**src/rtl/store_buffer_pkg.sv**
```systemverilog
// rtl/store_buffer_pkg.sv - shared types and constants for the store buffer
package store_buffer_pkg;

    typedef struct packed {
        logic [29:0] word_addr;
        logic [31:0] data;
        logic [3:0]  be;
    } store_entry_t;

    localparam logic [3:0] BE_NONE = 4'b0000;

endpackage

```
**src/rtl/store_buffer_match.sv**
```systemverilog
// rtl/store_buffer_match.sv - one pending entry vs. a load word address and lane mask
import store_buffer_pkg::*;

module store_buffer_match (
    input  logic         entry_valid,
    input  store_entry_t entry,
    input  logic [29:0]  ld_word_addr,
    input  logic [3:0]   ld_be,
    output logic         hit
);

    assign hit = entry_valid && (entry.word_addr == ld_word_addr) && ((entry.be & ld_be) != BE_NONE);

endmodule

```
**src/rtl/store_buffer.sv**
```systemverilog
// rtl/store_buffer.sv - in-order store FIFO between the store datapath and the data-memory write port
import store_buffer_pkg::*;

module store_buffer #(
    parameter int DEPTH = 4,
    localparam int PTR_W = $clog2(DEPTH)
) (
    input  logic             clk,
    input  logic             rst,
    input  logic             st_valid,
    output logic             st_ready,
    input  logic [31:0]      st_addr,
    input  logic [31:0]      st_data,
    input  logic [3:0]       st_be,
    output logic             mem_req_valid,
    input  logic             mem_req_ready,
    output logic [31:0]      mem_addr,
    output logic [31:0]      mem_wdata,
    output logic [3:0]       mem_be,
    input  logic             ld_check_valid,
    input  logic [31:0]      ld_addr,
    input  logic [3:0]       ld_be,
    output logic             ld_hit,
    output logic [PTR_W:0]   count,
    output logic             empty
);

    localparam logic [PTR_W:0] ONE = {{PTR_W{1'b0}}, 1'b1};

    store_entry_t     entries_q [DEPTH];
    store_entry_t     entries_d [DEPTH];
    logic [DEPTH-1:0] valid_q, valid_d;
    logic [PTR_W:0]   wr_ptr_q, wr_ptr_d;
    logic [PTR_W:0]   rd_ptr_q, rd_ptr_d;
    logic [PTR_W:0]   count_q, count_d;

    logic [PTR_W-1:0] wr_idx, rd_idx;
    logic             full, enq, deq;
    logic [DEPTH-1:0] hit_vec;
    logic [3:0]       unused_addr_bits;

    assign wr_idx = wr_ptr_q[PTR_W-1:0];
    assign rd_idx = rd_ptr_q[PTR_W-1:0];
    assign full   = (wr_idx == rd_idx) && (wr_ptr_q[PTR_W] != rd_ptr_q[PTR_W]);
    assign empty  = (wr_ptr_q == rd_ptr_q);

    // st_ready looks only at registered state so memory back-pressure never reaches the pipeline combinationally.
    assign st_ready      = !full;
    assign mem_req_valid = !empty;
    assign enq           = st_valid && st_ready && (st_be != BE_NONE);
    assign deq           = mem_req_valid && mem_req_ready;

    assign mem_addr  = {entries_q[rd_idx].word_addr, 2'b00};
    assign mem_wdata = entries_q[rd_idx].data;
    assign mem_be    = entries_q[rd_idx].be;
    assign count     = count_q;

    // Byte offsets are irrelevant: entries and the hazard check work at word granularity.
    assign unused_addr_bits = {st_addr[1:0], ld_addr[1:0]};

    always_comb begin
        entries_d = entries_q;
        valid_d   = valid_q;
        wr_ptr_d  = wr_ptr_q;
        rd_ptr_d  = rd_ptr_q;
        count_d   = count_q;
        if (enq) begin
            entries_d[wr_idx] = '{word_addr: st_addr[31:2], data: st_data, be: st_be};
            valid_d[wr_idx]   = 1'b1;
            wr_ptr_d          = wr_ptr_q + ONE;
        end
        if (deq) begin
            valid_d[rd_idx] = 1'b0;
            rd_ptr_d        = rd_ptr_q + ONE;
        end
        case ({enq, deq})
            2'b10:   count_d = count_q + ONE;
            2'b01:   count_d = count_q - ONE;
            default: count_d = count_q;
        endcase
    end

    always_ff @(posedge clk) begin
        if (rst) begin
            valid_q  <= '0;
            wr_ptr_q <= '0;
            rd_ptr_q <= '0;
            count_q  <= '0;
        end else begin
            valid_q  <= valid_d;
            wr_ptr_q <= wr_ptr_d;
            rd_ptr_q <= rd_ptr_d;
            count_q  <= count_d;
        end
    end

    always_ff @(posedge clk) begin
        entries_q <= entries_d;
    end

    for (genvar i = 0; i < DEPTH; i++) begin : g_match
        store_buffer_match u_match (
            .entry_valid  (valid_q[i]),
            .entry        (entries_q[i]),
            .ld_word_addr (ld_addr[31:2]),
            .ld_be        (ld_be),
            .hit          (hit_vec[i])
        );
    end

    assign ld_hit = ld_check_valid && (|hit_vec);

endmodule

```
**config.mk**
```make
export PLATFORM = sky130hd
export DESIGN_NAME = store_buffer
export DESIGN_NICKNAME = d
export VERILOG_FILES = /design/src/rtl/store_buffer_pkg.sv /design/src/rtl/store_buffer_match.sv /design/src/rtl/store_buffer.sv
export SDC_FILE = /design/constraint.sdc
export NUM_CORES = 1
export LEC_CHECK = 0
export ABC_AREA = 1
export BUFFER_PORTS_ARGS = -buffer_cell sky130_fd_sc_hd__buf_2
export CAP_MARGIN = 15
export CORE_MARGIN = 2
export CORE_UTILIZATION = 35
export DETAILED_ROUTE_END_ITERATION = 8
export PLACE_DENSITY = 0.65
export REMOVE_ABC_BUFFERS = 1
export SYNTH_ARGS = -nofsm -noshare
export SYNTH_HDL_FRONTEND = slang
export SYNTH_SLANG_ARGS = --single-unit
export TNS_END_PERCENT = 5
```
**constraint.sdc**
```tcl
create_clock -name clk -period 4.1 [get_ports clk]
set_input_delay 0.205 -clock clk [delete_from_list [all_inputs] [get_ports clk]]
set_output_delay 0.205 -clock clk [all_outputs]
set_load 0.1 [all_outputs]
```
==> results.md <==
* Status: finished clean
* Crit path kind: flip-flop to primary output
* Met2 WL post-DR at 17000 um
* # IOs at 184
* Adder-Cell Fraction of Synth Area at 1.05%
* FF+latch count, synth at 277
* TritonCTS Buffers at 30
* NetSw at 3570 uW
* Int Pwr at between 5000 and 6000 uW
* HPWL after DPL at 22800 um
* Layout area overhead at 24.7%
* Syn Area/Cell at between 10 and 15 um^2
* Clock power frac at 30.2%
* Pwr Density at 569 nW/um^2
* Met3 WL at between 2000 and 3000 um
* GRT Residual Overflow at 0
* Final Hold Vio Count at 0
* Worst Setup Start Kind: flip-flop
* Sequential Area at 8190 um^2
* Vias in the first global route at roughly 9400
* Fillers at 3293
* Worst R2R Start: rd_ptr_q[0]
* Yosys cell types at 33
* Comb power frac at between 30% and 40%
* DRT Pass-1 Iters at 5
* Clk sinks at between 200 and 300
* Simple-gate portion of the synthesized area at between 10 and 15%
* Crit-path max FO at 62
* DIE AREA at 37500 um^2
* Synth warnings at 0
* Row count at a little under 70
* Post-route setup slack at ~650 ps
* Highest clock rate at 290 MHz
* Part of the power in registers at 37.1%
* PortBufs at 177
* Via count at 9557
* Xor and xnor fraction of the mapped netlist area at 2.91%
* Clock Pin Slew Worst Setup and Hold Paths at 60 ps
* Cell count after synthesis at 1217
* Endpoints failing setup at 0
* Slew Viols, Final at 0
* Worst skew pair latency at 560 ps
* Min-Delay Path Class: input pin to flip-flop
* Hold_sp: st_valid
* DRT iter0 DRCs at 664
* Post-CTS sizing at 0
* FF-to-FF setup slack at approximately 1500 ps
* Post-Syn Area at 12600 um^2
* Starting Density at 35.5%
* Critical Path AT at 3250 ps
* Share of layout cells above drive strength 1 at between 10% and 20%
* Initial antenna violation count at 5
* GRT Util Overall at 18.3%
* Number of H-tree levels at 1
* Register area share after synthesis at between 60% and 70%
* Die H at 194 um
* Top layer reached by signal wires: met5
* Hold depth at 5
* Met1 wire length at 14300 um
* Tmin final at 3450 ps
* Largest family of logic cells by synthesized area: simple AND/OR/NAND/NOR gates
* MaxCap Viol Count at 0
* Global-route wire length before repair at approximately 53000 um
* Routed Antenna Nets at 0
* Final core occ at around 44%
* # DRC at 0
* Longest Clk Path Bufs at 3
* Peak supply drop at around 470 uV
* Hold path endpoint: wr_ptr_q[1]
* Largest net degree at the start of global routing at 89
* Die span in x at 194 um
* Crit share post-route at 84.2%
* Reg2reg path depth at 7
* Core area at 35500 um^2
* Lkg Pwr at about 0.0063 uW
* Switching Share at 40.0%
* CTS root buf: clkbuf_16
* Multi-input logic area at 3720 um^2
* CP endpoint kind: primary output
* Final Cell Area at 15700 um^2
* RR Endpoint: entries_q[81]
* Final net count at 1575
* Dpl cell area at 14000 um^2
* Final clock skew at 20.0 ps
* Synth Area in Compound Gates at 11.4%
* Post-DR wirelength/cell at 18.1 um
* Vias per Instance at 4.92
* Pre-CTS WS at 1300 ps
* Worst slew pin tran at between 700 and 800 ps
* Worst Path Required at 3890 ps
* Placer Congestion at approximately 0.88
* Worst slew margin at 52.0%
* RSZ-0062 raised after global routing: false
* Mux contribution to synthesized area at 0%
* Overall Power at approximately 8900 uW
* CTS tree: built
* Detailed-route wire length at 35100 um
-- how the worst max path moves through the flow --
stage	end	start	depth (start not counted)
floorplan	entries_q[100]	rd_ptr_q[0]	6
global placement	mem_addr[10]	rd_ptr_q[0]	5
detailed placement	mem_addr[10]	rd_ptr_q[0]	5
CTS	mem_addr[10]	rd_ptr_q[0]	5
global route	mem_addr[24]	rd_ptr_q[0]	5
finish	mem_addr[18]	rd_ptr_q[0]	5
-- power by group through the flow --
stage	Combinational (uW)	Sequential (uW)	Clock (uW)
after floorplan	2130	3470	0
after global placement	2850	3370	0
after detailed placement	2870	3380	0
after CTS	2930	3320	2760
after global routing	3060	3330	2850
final	2920	3320	2690
-- stage by stage --
stage | setup TNS, ps | std cells | hold WS, ps
6_report | 0 | 1943 | 124
5_1_grt | 0 | 1942 | 135
4_1_cts | 0 | 1941 | 87.9
3_5_place_dp | 0 | 1817 | 422
3_3_place_gp | 0 | 1817 | 416
2_1_floorplan | -479410 | 1167 | 274
-- sequential cells by signal, indices dropped and copies added (netlist names) --
| name | cells |
|---|---|
| rd_ptr_q | 3 |
| valid_q | 4 |
| count | 3 |
| entries_q | 264 |
| wr_ptr_q | 3 |
-- metal layers --
| metal | vias up | GRT usage, % |
|---|---|---|
| li1 | 4627 | - |
| met1 | 4520 | 22.8 |
| met2 | 335 | 31.5 |
| met3 | 69 | 4.16 |
| met4 | 6 | 5.77 |
| met5 | - | 0 |
-- Yosys cell counts --
library cell / count / area share (%)
xor2_2: 1 / 0.13
nand2_4: 2 / 0.18
clkbuf_2: 1 / 0.040
o22ai_1: 54 / 2.7
nand2_2: 3 / 0.15
nand4_1: 10 / 0.50
edfxtp_1: 264 / 63
fa_1: 1 / 0.16
ha_1: 9 / 0.89
a21oi_2: 2 / 0.14
a211oi_1: 2 / 0.12
a21oi_1: 56 / 2.2
nand2b_4: 1 / 0.11
nor4_1: 1 / 0.050
a211oi_2: 1 / 0.099
clkbuf_1: 37 / 1.1
inv_2: 3 / 0.089
inv_1: 122 / 3.6
xor2_1: 3 / 0.21
xnor2_1: 37 / 2.6
o21ai_0: 147 / 5.8
nor2_1: 171 / 5.1
nand3_1: 8 / 0.32
inv_4: 2 / 0.099
dfxtp_1: 13 / 2.1
buf_2: 10 / 0.40
buf_4: 2 / 0.12
conb_1: 1 / 0.030
or2_4: 1 / 0.070
a22o_1: 4 / 0.28
buf_6: 1 / 0.089
nand2_1: 246 / 7.3
nand2_8: 1 / 0.16
-- logic make-up (layout without fill, tap and decap cells) --
group	after synthesis	count (layout)
other cells	1	4
flops	277	277
compound gates	266	266
fa+ha+maj	10	10
xor+xnor	41	41
buf+inv	178	440
simple gates	444	444
-- final cells by class --
cell class	instances	area share (%)
Clock inverter	22	1.46
Clock buffer	34	4.88
Multi-Input combinational cell	763	23.7
Sequential cell	277	52.2
Tap cell	461	3.68
Antenna cell	2	0.0319
Timing Repair Buffer	257	11.0
Inverter	127	3.07
-- repair_timing --
action,4_1_cts,5_1_grt
buffers inserted,0,0
endpoints found under the hold margin,274,0
hold buffers,68,0
setup endpoints to repair,0,0
-- worst max-delay path: stages, from the launching register on --
cell and delay [ps]:
dfxtp_4 350, buf_4 490, buf_4 700, o21ai_0 200
o22ai_1 350, buf_2 500
-- cell usage in the layout, fill, tap and decap left out, types with 3 or more instances in the layout --
cell,synthesis,layout
nand2_2,3,3
ha_1,9,9
xnor2_1,37,37
dlygate4sd3_1,0,68
inv_2,3,3
buf_4,2,7
nor2_1,171,168
inv_1,122,122
nand3_1,8,8
o21ai_0,147,147
buf_12,0,5
nand4_1,10,10
buf_2,10,177
a22o_1,4,4
dfxtp_1,13,11
a21oi_1,56,56
nand2_1,246,246
clkinv_2,0,6
clkbuf_1,37,4
edfxtp_1,264,264
clkinvlp_4,0,3
clkbuf_16,0,30
bufinv_16,0,4
nor2_4,0,3
xor2_1,3,3
clkinv_1,0,6
o22ai_1,54,54
Note: power is estimated with default switching activity, not from simulation.
